## config.mk

```make
export PLATFORM = sky130hd
export DESIGN_NAME = rv32i_mem_arbiter_flat
export DESIGN_NICKNAME = d
export VERILOG_FILES = /design/src/rtl/rv32i_mem_arbiter_pkg.sv /design/src/rtl/rv32i_mem_arbiter_if.sv /design/src/rtl/rv32i_mem_arbiter_grant.sv /design/src/rtl/rv32i_mem_arbiter.sv /design/src/flat_wrapper.sv
export SDC_FILE = /design/constraint.sdc
export NUM_CORES = 1
export LEC_CHECK = 0
export ABC_AREA = 1
export CAP_MARGIN = 25
export CORE_MARGIN = 2
export CORE_UTILIZATION = 40
export DETAILED_ROUTE_END_ITERATION = 8
export PLACE_DENSITY = 0.92
export SYNTH_ARGS = -nofsm -noshare
export SYNTH_HDL_FRONTEND = slang
export SYNTH_SLANG_ARGS = --single-unit
```

## constraint.sdc

```tcl
create_clock -name clk -period 1.7 [get_ports clk]
set_input_delay 0.17 -clock clk [delete_from_list [all_inputs] [get_ports clk]]
set_output_delay 0.17 -clock clk [all_outputs]
set_load 0.005 [all_outputs]
```

## src/rtl/rv32i_mem_arbiter_pkg.sv

```systemverilog
// ---------------------------------------------------------------------------
// rv32i_mem_arbiter_pkg : shared types for the core/host memory arbiter
// Rev 1.0
// ---------------------------------------------------------------------------
`default_nettype none

package rv32i_mem_arbiter_pkg;

  typedef enum logic [1:0] {
    IDLE  = 2'd0,
    ISSUE = 2'd1,
    WAIT  = 2'd2,
    RESP  = 2'd3
  } arb_state_e;

  typedef enum logic {
    OWNER_CORE = 1'b0,
    OWNER_HOST = 1'b1
  } arb_owner_e;

  localparam int CNT_W      = 3;
  localparam int RD_LAT_MAX = 4;

  // Latency load value; the counter never needs to hold more than RD_LAT_MAX.
  function automatic logic [CNT_W-1:0] lat_load(input int lat);
    return CNT_W'(lat);
  endfunction

endpackage

`default_nettype wire

```

## src/rtl/rv32i_mem_arbiter_if.sv

```systemverilog
// ---------------------------------------------------------------------------
// rv32i_mem_arbiter_if : core fetch, host and memory buses of the arbiter
// Rev 1.0
// ---------------------------------------------------------------------------
`default_nettype none

interface rv32i_mem_arbiter_if #(
  parameter int ADDR_W = 32,
  parameter int DATA_W = 32
);

  logic                core_req;
  logic [ADDR_W-1:0]   core_addr;
  logic [DATA_W-1:0]   core_rdata;
  logic                core_rvalid;
  logic                core_stall;

  logic                host_req;
  logic                host_we;
  logic [ADDR_W-1:0]   host_addr;
  logic [DATA_W-1:0]   host_wdata;
  logic [DATA_W/8-1:0] host_wstrb;
  logic [DATA_W-1:0]   host_rdata;
  logic                host_done;

  logic                mem_req;
  logic                mem_we;
  logic [ADDR_W-1:0]   mem_addr;
  logic [DATA_W-1:0]   mem_wdata;
  logic [DATA_W/8-1:0] mem_wstrb;
  logic                mem_ready;
  logic [DATA_W-1:0]   mem_rdata;

  // Arbiter side.
  modport slave (
    input  core_req, core_addr,
    output core_rdata, core_rvalid, core_stall,
    input  host_req, host_we, host_addr, host_wdata, host_wstrb,
    output host_rdata, host_done,
    output mem_req, mem_we, mem_addr, mem_wdata, mem_wstrb,
    input  mem_ready, mem_rdata
  );

  // Requesters plus memory controller side.
  modport master (
    output core_req, core_addr,
    input  core_rdata, core_rvalid, core_stall,
    output host_req, host_we, host_addr, host_wdata, host_wstrb,
    input  host_rdata, host_done,
    input  mem_req, mem_we, mem_addr, mem_wdata, mem_wstrb,
    output mem_ready, mem_rdata
  );

endinterface

`default_nettype wire

```

## src/rtl/rv32i_mem_arbiter_grant.sv

```systemverilog
// ---------------------------------------------------------------------------
// mem_arb_grant : combinational owner selection (round-robin if MEM_ARB_RR_EN)
// Rev 1.0
// ---------------------------------------------------------------------------
`default_nettype none

module mem_arb_grant
  import rv32i_mem_arbiter_pkg::*;
(
  input  logic       core_req_i,
  input  logic       host_req_i,
  input  arb_owner_e last_owner_i,
  output logic       grant_valid_o,
  output arb_owner_e grant_owner_o
);

  assign grant_valid_o = core_req_i | host_req_i;

`ifdef MEM_ARB_RR_EN
  // On a tie the requester that did not own the last transaction wins.
  always_comb begin
    grant_owner_o = OWNER_CORE;
    if (core_req_i && host_req_i) begin
      grant_owner_o = (last_owner_i == OWNER_CORE) ? OWNER_HOST : OWNER_CORE;
    end else if (host_req_i) begin
      grant_owner_o = OWNER_HOST;
    end
  end
`else
  logic unused_last_owner;
  assign unused_last_owner = last_owner_i;

  always_comb begin
    grant_owner_o = OWNER_CORE;
    if (!core_req_i && host_req_i) begin
      grant_owner_o = OWNER_HOST;
    end
  end
`endif

endmodule

`default_nettype wire

```

## src/rtl/rv32i_mem_arbiter.sv

```systemverilog
// ---------------------------------------------------------------------------
// rv32i_mem_arbiter : serialises core fetches and host accesses onto one
// fixed-latency memory port; MEM_ARB_RR_EN selects round-robin arbitration.
// Rev 1.0
// ---------------------------------------------------------------------------
`default_nettype none

module rv32i_mem_arbiter
  import rv32i_mem_arbiter_pkg::*;
#(
  parameter int ADDR_W = 32,
  parameter int DATA_W = 32,
  parameter int RD_LAT = 2
) (
  input  logic                clk,
  input  logic                reset_n,
  rv32i_mem_arbiter_if.slave  bus
);

  localparam logic [1:0] S_IDLE  = IDLE;
  localparam logic [1:0] S_ISSUE = ISSUE;
  localparam logic [1:0] S_WAIT  = WAIT;
  localparam logic [1:0] S_RESP  = RESP;

  logic [1:0]          state_q, state_d;
  logic [CNT_W-1:0]    cnt_q, cnt_d;
  arb_owner_e          owner_q, owner_d;
  arb_owner_e          last_owner;

  logic                mem_req_q, mem_req_d;
  logic                mem_we_q, mem_we_d;
  logic [ADDR_W-1:0]   mem_addr_q, mem_addr_d;
  logic [DATA_W-1:0]   mem_wdata_q, mem_wdata_d;
  logic [DATA_W/8-1:0] mem_wstrb_q, mem_wstrb_d;

  logic [DATA_W-1:0]   core_rdata_q, core_rdata_d;
  logic                core_rvalid_q, core_rvalid_d;
  logic [DATA_W-1:0]   host_rdata_q, host_rdata_d;
  logic                host_done_q, host_done_d;

  logic                grant_valid;
  arb_owner_e          grant_owner;

  mem_arb_grant u_grant (
    .core_req_i    (bus.core_req),
    .host_req_i    (bus.host_req),
    .last_owner_i  (last_owner),
    .grant_valid_o (grant_valid),
    .grant_owner_o (grant_owner)
  );

`ifdef MEM_ARB_RR_EN
  arb_owner_e last_owner_q, last_owner_d;

  always_comb begin
    last_owner_d = last_owner_q;
    if (state_q == S_IDLE && grant_valid) begin
      last_owner_d = grant_owner;
    end
  end

  // Resetting to host lets the core win the first tie.
  always_ff @(posedge clk) begin
    if (!reset_n) begin
      last_owner_q <= OWNER_HOST;
    end else begin
      last_owner_q <= last_owner_d;
    end
  end

  assign last_owner = last_owner_q;
`else
  assign last_owner = OWNER_HOST;
`endif

  always_comb begin
    state_d       = state_q;
    cnt_d         = cnt_q;
    owner_d       = owner_q;
    mem_req_d     = mem_req_q;
    mem_we_d      = mem_we_q;
    mem_addr_d    = mem_addr_q;
    mem_wdata_d   = mem_wdata_q;
    mem_wstrb_d   = mem_wstrb_q;
    core_rdata_d  = core_rdata_q;
    core_rvalid_d = 1'b0;
    host_rdata_d  = host_rdata_q;
    host_done_d   = 1'b0;

    case (state_q)
      S_IDLE: begin
        if (grant_valid) begin
          owner_d   = grant_owner;
          mem_req_d = 1'b1;
          state_d   = S_ISSUE;
          if (grant_owner == OWNER_CORE) begin
            mem_we_d    = 1'b0;
            mem_addr_d  = bus.core_addr;
            mem_wdata_d = '0;
            mem_wstrb_d = '0;
          end else begin
            mem_we_d    = bus.host_we;
            mem_addr_d  = bus.host_addr;
            mem_wdata_d = bus.host_wdata;
            mem_wstrb_d = bus.host_wstrb;
          end
        end
      end

      S_ISSUE: begin
        if (bus.mem_ready) begin
          mem_req_d = 1'b0;
          if (mem_we_q) begin
            state_d       = S_RESP;
            core_rvalid_d = (owner_q == OWNER_CORE);
            host_done_d   = (owner_q == OWNER_HOST);
          end else begin
            cnt_d   = lat_load(RD_LAT);
            state_d = S_WAIT;
          end
        end
      end

      S_WAIT: begin
        cnt_d = (cnt_q != '0) ? cnt_q - 1'b1 : '0;
        // The edge where the counter reaches zero is RD_LAT edges after accept.
        if (cnt_q <= 1) begin
          state_d = S_RESP;
          if (owner_q == OWNER_CORE) begin
            core_rdata_d  = bus.mem_rdata;
            core_rvalid_d = 1'b1;
          end else begin
            host_rdata_d = bus.mem_rdata;
            host_done_d  = 1'b1;
          end
        end
      end

      S_RESP: begin
        state_d = S_IDLE;
      end

      default: begin
        state_d = S_IDLE;
      end
    endcase
  end

  always_ff @(posedge clk) begin
    if (!reset_n) begin
      state_q       <= S_IDLE;
      cnt_q         <= '0;
      owner_q       <= OWNER_CORE;
      mem_req_q     <= 1'b0;
      mem_we_q      <= 1'b0;
      mem_addr_q    <= '0;
      mem_wdata_q   <= '0;
      mem_wstrb_q   <= '0;
      core_rdata_q  <= '0;
      core_rvalid_q <= 1'b0;
      host_rdata_q  <= '0;
      host_done_q   <= 1'b0;
    end else begin
      state_q       <= state_d;
      cnt_q         <= cnt_d;
      owner_q       <= owner_d;
      mem_req_q     <= mem_req_d;
      mem_we_q      <= mem_we_d;
      mem_addr_q    <= mem_addr_d;
      mem_wdata_q   <= mem_wdata_d;
      mem_wstrb_q   <= mem_wstrb_d;
      core_rdata_q  <= core_rdata_d;
      core_rvalid_q <= core_rvalid_d;
      host_rdata_q  <= host_rdata_d;
      host_done_q   <= host_done_d;
    end
  end

  assign bus.mem_req     = mem_req_q;
  assign bus.mem_we      = mem_we_q;
  assign bus.mem_addr    = mem_addr_q;
  assign bus.mem_wdata   = mem_wdata_q;
  assign bus.mem_wstrb   = mem_wstrb_q;
  assign bus.core_rdata  = core_rdata_q;
  assign bus.core_rvalid = core_rvalid_q;
  assign bus.host_rdata  = host_rdata_q;
  assign bus.host_done   = host_done_q;
  assign bus.core_stall  = bus.core_req & ~core_rvalid_q;

endmodule

`default_nettype wire

```

## src/flat_wrapper.sv

```systemverilog
// flat-port wrapper written by rule: the top's interface ports become plain ports
module rv32i_mem_arbiter_flat import rv32i_mem_arbiter_pkg::*;
#(
  parameter int ADDR_W = 32,
  parameter int DATA_W = 32,
  parameter int RD_LAT = 2
)
  (clk, reset_n, bus_core_req, bus_core_addr, bus_core_rdata, bus_core_rvalid, bus_core_stall, bus_host_req, bus_host_we, bus_host_addr, bus_host_wdata, bus_host_wstrb, bus_host_rdata, bus_host_done, bus_mem_req, bus_mem_we, bus_mem_addr, bus_mem_wdata, bus_mem_wstrb, bus_mem_ready, bus_mem_rdata);
  rv32i_mem_arbiter_if #(.ADDR_W(ADDR_W), .DATA_W(DATA_W)) bus_i ();
  input  logic clk;
  input  logic reset_n;
  input wire logic [$bits(bus_i.core_req)-1:0] bus_core_req;
  input wire logic [$bits(bus_i.core_addr)-1:0] bus_core_addr;
  output wire logic [$bits(bus_i.core_rdata)-1:0] bus_core_rdata;
  output wire logic [$bits(bus_i.core_rvalid)-1:0] bus_core_rvalid;
  output wire logic [$bits(bus_i.core_stall)-1:0] bus_core_stall;
  input wire logic [$bits(bus_i.host_req)-1:0] bus_host_req;
  input wire logic [$bits(bus_i.host_we)-1:0] bus_host_we;
  input wire logic [$bits(bus_i.host_addr)-1:0] bus_host_addr;
  input wire logic [$bits(bus_i.host_wdata)-1:0] bus_host_wdata;
  input wire logic [$bits(bus_i.host_wstrb)-1:0] bus_host_wstrb;
  output wire logic [$bits(bus_i.host_rdata)-1:0] bus_host_rdata;
  output wire logic [$bits(bus_i.host_done)-1:0] bus_host_done;
  output wire logic [$bits(bus_i.mem_req)-1:0] bus_mem_req;
  output wire logic [$bits(bus_i.mem_we)-1:0] bus_mem_we;
  output wire logic [$bits(bus_i.mem_addr)-1:0] bus_mem_addr;
  output wire logic [$bits(bus_i.mem_wdata)-1:0] bus_mem_wdata;
  output wire logic [$bits(bus_i.mem_wstrb)-1:0] bus_mem_wstrb;
  input wire logic [$bits(bus_i.mem_ready)-1:0] bus_mem_ready;
  input wire logic [$bits(bus_i.mem_rdata)-1:0] bus_mem_rdata;
  assign bus_i.core_req = bus_core_req;
  assign bus_i.core_addr = bus_core_addr;
  assign bus_core_rdata = bus_i.core_rdata;
  assign bus_core_rvalid = bus_i.core_rvalid;
  assign bus_core_stall = bus_i.core_stall;
  assign bus_i.host_req = bus_host_req;
  assign bus_i.host_we = bus_host_we;
  assign bus_i.host_addr = bus_host_addr;
  assign bus_i.host_wdata = bus_host_wdata;
  assign bus_i.host_wstrb = bus_host_wstrb;
  assign bus_host_rdata = bus_i.host_rdata;
  assign bus_host_done = bus_i.host_done;
  assign bus_mem_req = bus_i.mem_req;
  assign bus_mem_we = bus_i.mem_we;
  assign bus_mem_addr = bus_i.mem_addr;
  assign bus_mem_wdata = bus_i.mem_wdata;
  assign bus_mem_wstrb = bus_i.mem_wstrb;
  assign bus_i.mem_ready = bus_mem_ready;
  assign bus_i.mem_rdata = bus_mem_rdata;
  rv32i_mem_arbiter #(.ADDR_W(ADDR_W), .DATA_W(DATA_W), .RD_LAT(RD_LAT)) u_core (.clk(clk), .reset_n(reset_n), .bus(bus_i));
endmodule
```

[Word-level counts from Yosys, hierarchy flattened]
Index checks and enable logic that the tools add are counted.
Operators by class
  $add $sub $neg: 1
  multipliers: 0
  divide/modulo/power cells: 0
  $lt $le $gt $ge: 1
  equal/unequal tests: 7
  shifts and indexed selects: 0
  mux-type cells: 27
  bitwise logic cells: 4
  reductions and logical operators: 12
Operators with widths (number)
  $mux W32: 2
  $reduce_and A3 Y1: 5
  $mux W1: 13
  $mux W3: 3
  $pmux W2 S4: 1
  $mux W2: 3
  $pmux W1 S2: 3
  $pmux W3 S2: 1
  $eq A2 B2 Y1 const B: 2
  $mux W4: 1
  $ne A2 B1 Y1 const B: 2
  $ne A2 B2 Y1 const B: 2
  $reduce_bool A2 Y1: 2
  $le A3 B1 Y1 const B: 1
  $reduce_bool A3 Y1: 1
  $sub A3 B1 Y3 const B: 1
  $eq A2 B1 Y1 const B: 1
  $logic_not A2 Y1: 1
  $not A1 Y1: 2
  $reduce_and A2 Y1: 1
  $and A1 B1 Y1: 1
  $logic_and A1 B1 Y1: 1
  $logic_not A1 Y1: 1
  $or A1 B1 Y1: 1
Storage, ports and cells
  flip-flop bits (word level): 142
  bits in latches: 0
  bits in writable memories: 0
  ROM bits: 0
  logic and storage cells: 64
  memories: 0

[Depth between registers and ports, before layout]
Gate-level depths: netlist of the first run.
  depth in word-level cells: 4
  gate-level depth with buffers: 8
  mapped depth without buffers: 7

[Cells and area by module]
Synthesis of the first run repeated with hierarchy kept, for this count alone.
Second synthesis, totals
  cells, all modules: 731
  area total of the unflattened synthesis: 5675.4 µm²
Modules (own cells, without submodules)
  rv32i_mem_arbiter: times used 1, cells each 727, area each 5660.4 µm², seq. area each 2842.7 µm²
  mem_arb_grant: times used 1, cells each 4, area each 15.0 µm², seq. area each 0.0 µm²

[Least setup slack after synthesis of the first run]
OpenSTA, ideal clock, no wires.
  kind: register to register
  start: register u_core.state_q[0]
  end: register u_core.owner_q
  library setup time: 128 ps
  arrival: 1201 ps
  data required time: 1572 ps
  path slack: 371 ps
  stages on the path, launching flop included: 9
  clock period less this slack: 1329 ps
  cell sequence: dfxtp_1 inv_1 ha_1 inv_2 nor2_4 inv_2 buf_2 a21oi_1 nor2_1
Between the ends
  longest elaborated chain between the ends: 2
RTL lines
  start: declaration: RTL line rv32i_mem_arbiter.sv:25  | logic [1:0] state_q, state_d;
  start signal: assignment: RTL line rv32i_mem_arbiter.sv:164  | state_q <= state_d;
  $logic_not A2 Y1: RTL line rv32i_mem_arbiter.sv:90  | case (state_q)
  $reduce_and A2 Y1 (no source line)
  end signal: assignment: RTL line rv32i_mem_arbiter.sv:166  | owner_q <= owner_d;
  end: declaration: RTL line rv32i_mem_arbiter.sv:27  | arb_owner_e owner_q, owner_d;
Every way passes these cells.
A chain may end at the register's enable or synchronous reset.

[Worst setup path in the final report of the first run]
  start: register u_core.mem_we_q (netlist: u_core.bus.mem_we)
  end: output port bus_mem_we
RTL lines
  start: declaration: RTL line rv32i_mem_arbiter.sv:31  | logic mem_we_q, mem_we_d;
  start signal: assignment: RTL line rv32i_mem_arbiter.sv:168  | mem_we_q <= mem_we_d;
  end: declaration: RTL line flat_wrapper.sv:25  | output wire logic [$bits(bus_i.mem_we)-1:0] bus_mem_we;
No word-level cell between the ends.

==> flow_summary.yaml, run 1 <==
clocking:
  path_clk_slew_ns: 0.06
  clock_sinks: 142
  cts_root_buf: "clkbuf_16"
  ctsHoldBuffers: 0
  cts_buffers: 17
  clockBufferDepth: 2
  clock_latency_ns: 0.41
  cts_tree: "built"
  htreeDepth: 4
timing:
  worstMarginPinSlew_ns: 0.5260
  setup_violations: 0
  period_share: 0.9271
  max_slew_margin: 0.6489
  skew_ns: 0.007011
  final.setup.worst_slack_ns: 0.1239
  report.final.hold_viol_count: 0
  fmax_mhz: 634.5
  rsz0062_at_grt: "no"
  min_period_ns: 1.576
  finalMaxSlewViolations: 0
routing:
  vias_per_cell: 4.801
  drtIter0Drc: 289
  drt_first_pass_iters: 4
  vias: 5790
  wirelength_um: 17230
  drc: 0
  antenna_left: 0
  wl_per_cell_um: 14.29
logic_synthesis:
  syn_avg_cell_area_um2: 7.365
  synth_cells: 755
  ys_warn_count: 0
  seq_area_frac_synth: 0.5113
  syn_nets: 896
  synthTopCellsByArea: "dfxtp_1, nand2_1, a21oi_1"
  ys_ff_latch: 142
  synthDistinctLibCells: 21
  post-synth-top-area-cell: "dfxtp_1"
  synth_area_mm2: 0.005560
  synth_top_area_frac: 0.5113
setup_path:
  crit_type: "register to output pin"
  critical_path_buf_inv_count: 1
  crit_family: "buffers and inverters"
  cp_cell_sequence: "clkdlybuf4s50_1"
  arrival_ns: 1.41
  slowest_stage: "clkdlybuf4s50_1"
  start_kind: "register"
  crit_fanout: 5
  cp.required_ns: 1.53
  slowest_delay_ns: 0.57
  cp-end-kind: "output pin"
power:
  ir_drop_uv: 953.6
  leakage_nw: 3.441
  power_w: 0.01160
  p_per_area_mw_per_mm2: 1280
grt:
  antenna_found_initial: 0
  grt_pass1_vias: 5557
  grtUsageTotal: 0.2256
  gr-total-overflow: 0
  grt_first_pass_wirelength_um: 26420
  grt_max_degree: 75
place:
  dp_hpwl_um: 12220
  place_ws_ns: -0.02443
  place.gp.congestion: 0.7996
  numPortBuffers: 274
status:
  status: "completed"
floorplan:
  initial_core_util: 0.4053
  die_y_um: 121.9
  core_mm2: 0.01372
  fp.dieW_um: 121.9
  pin_count: 275
  rows: 43
  fp.dieArea_mm2: 0.01486
flow_run:
  drv_cap: 0
final_layout:
  final_layout_size_suffix_gt1_frac: 0.05653
  nets: 1154
  n_antenna_cell: 0
  final_common_cell: "clkdlybuf4s50_1"
  area.growth.synth_to_final_pct: 62.96
  layout_common_cells: "clkdlybuf4s50_1, nand2_1, dfxtp_1"
worst_hold_path:
  hold_class: "input pin to register"
==> stage by stage <==
step                      hold slack, ns  cells    util  TNS [ns]  cell area [um2]
after floorplan                   0.3172    755       -         0             5560
after global placement            0.4288   1174  0.6171         0             8467
after detailed placement          0.4356   1174  0.6171  -0.02443             8467
after CTS                         0.1179   1206  0.6605         0             9061
after global routing              0.1531   1206  0.6605         0             9061
final                             0.1386   1206  0.6605         0             9061
==> final cells by class <==
cell class / instances / area [um2]
flip-flops and latches: 142 / 2843
well taps: 180 / 225.2
clock buffers: 18 / 439.2
clock inverters: 14 / 156.4
repair buffers: 288 / 2954
multi-input cells: 488 / 2158
fillers: 1099 / 4658
inverters: 76 / 285.3
==> path summary, 6_finish.rpt <==
path	start	to	slack, ns	cells past startpoint
worst max register to register	u_core.state_q[0]	u_core.bus.core_rdata[23]	0.14	6
worst min-delay path	reset_n	u_core.state_q[0]	0.14	3
worst min register to register	u_core.bus.host_rdata[16]	u_core.bus.host_rdata[16]	0.44	2
worst max-delay path	u_core.bus.mem_we	bus_mem_we	0.12	1
==> power by group <==
group,total (W),internal (W),leakage (nW),switching (W)
registers,0.00425,0.00393,1.16,0.000326
clock network,0.00373,0.00223,0.286,0.00150
logic,0.00361,0.00188,2.00,0.00173
total,0.0116,0.00804,3.44,0.00356
==> synthesized netlist by cell type <==
cell type	instances
ha_1	3
buf_2	19
o21ai_0	56
nand2_1	252
nand2_2	1
buf_6	6
clkbuf_1	14
buf_4	8
nand4_1	2
nand3_1	6
nor2_2	2
dfxtp_1	142
clkbuf_2	1
buf_1	1
o21bai_1	1
inv_1	72
o21ai_1	11
nor2_4	1
nor2_1	13
inv_2	4
a21oi_1	140
==> cells by family (layout without fill, tap and decap cells) <==
family	count (synthesis)	count (layout)	synth area share
DFF	142	142	0.5113
buffers and inverters	125	396	0.1024
adders and majority gates	3	3	0.006751
and+or+nand+nor	277	277	0.1919
AOI/OAI and AO/OA	208	208	0.1877
==> flip-flops by register name, summed over array words and instances (netlist names) <==
signal and flops:
u_core.owner_q 1, u_core.state_q 2, u_core.bus.mem_we 1, u_core.bus.core_rvalid 1, u_core.bus.mem_wstrb 4, u_core.bus.mem_addr 32, u_core.bus.host_rdata 32, u_core.bus.mem_wdata 32
u_core.cnt_q 3, u_core.bus.host_done 1, u_core.bus.mem_req 1, u_core.bus.core_rdata 32
==> per-layer routing <==
layer,GRT usage,part of all wire,vias to the layer above
li1,-,-,2911
met1,0.2440,0.40,2636
met2,0.3851,0.47,222
met3,0.1067,0.11,21
met4,0.08118,0.018,0
met5,0,0,-
==> timing repair <==
item,in CTS,in global routing
setup buffers,0,0
gates resized for setup,1,0
endpoints found under the setup margin,1,0
Power figures use the tool's default switching activity.
==> run 2, diff against run 1 <==
--- a/config.mk
+++ b/config.mk
@@ -6,7 +6,7 @@
 export NUM_CORES = 1
 export LEC_CHECK = 0
 export ABC_AREA = 1
-export CAP_MARGIN = 25
+export CAP_MARGIN = 40
 export CORE_MARGIN = 2
 export CORE_UTILIZATION = 40
 export DETAILED_ROUTE_END_ITERATION = 8
==> results of run 2 <==
No change in the layout: final DEF, timing and power equal those of run 1.
==> run 3, diff against run 2 <==
--- a/config.mk
+++ b/config.mk
@@ -9,6 +9,7 @@
 export CAP_MARGIN = 40
 export CORE_MARGIN = 2
 export CORE_UTILIZATION = 40
+export CTS_CLUSTER_DIAMETER = 120
 export DETAILED_ROUTE_END_ITERATION = 8
 export PLACE_DENSITY = 0.92
 export SYNTH_ARGS = -nofsm -noshare
==> results of run 3 <==
No change in the layout: final DEF, timing and power equal those of run 1.
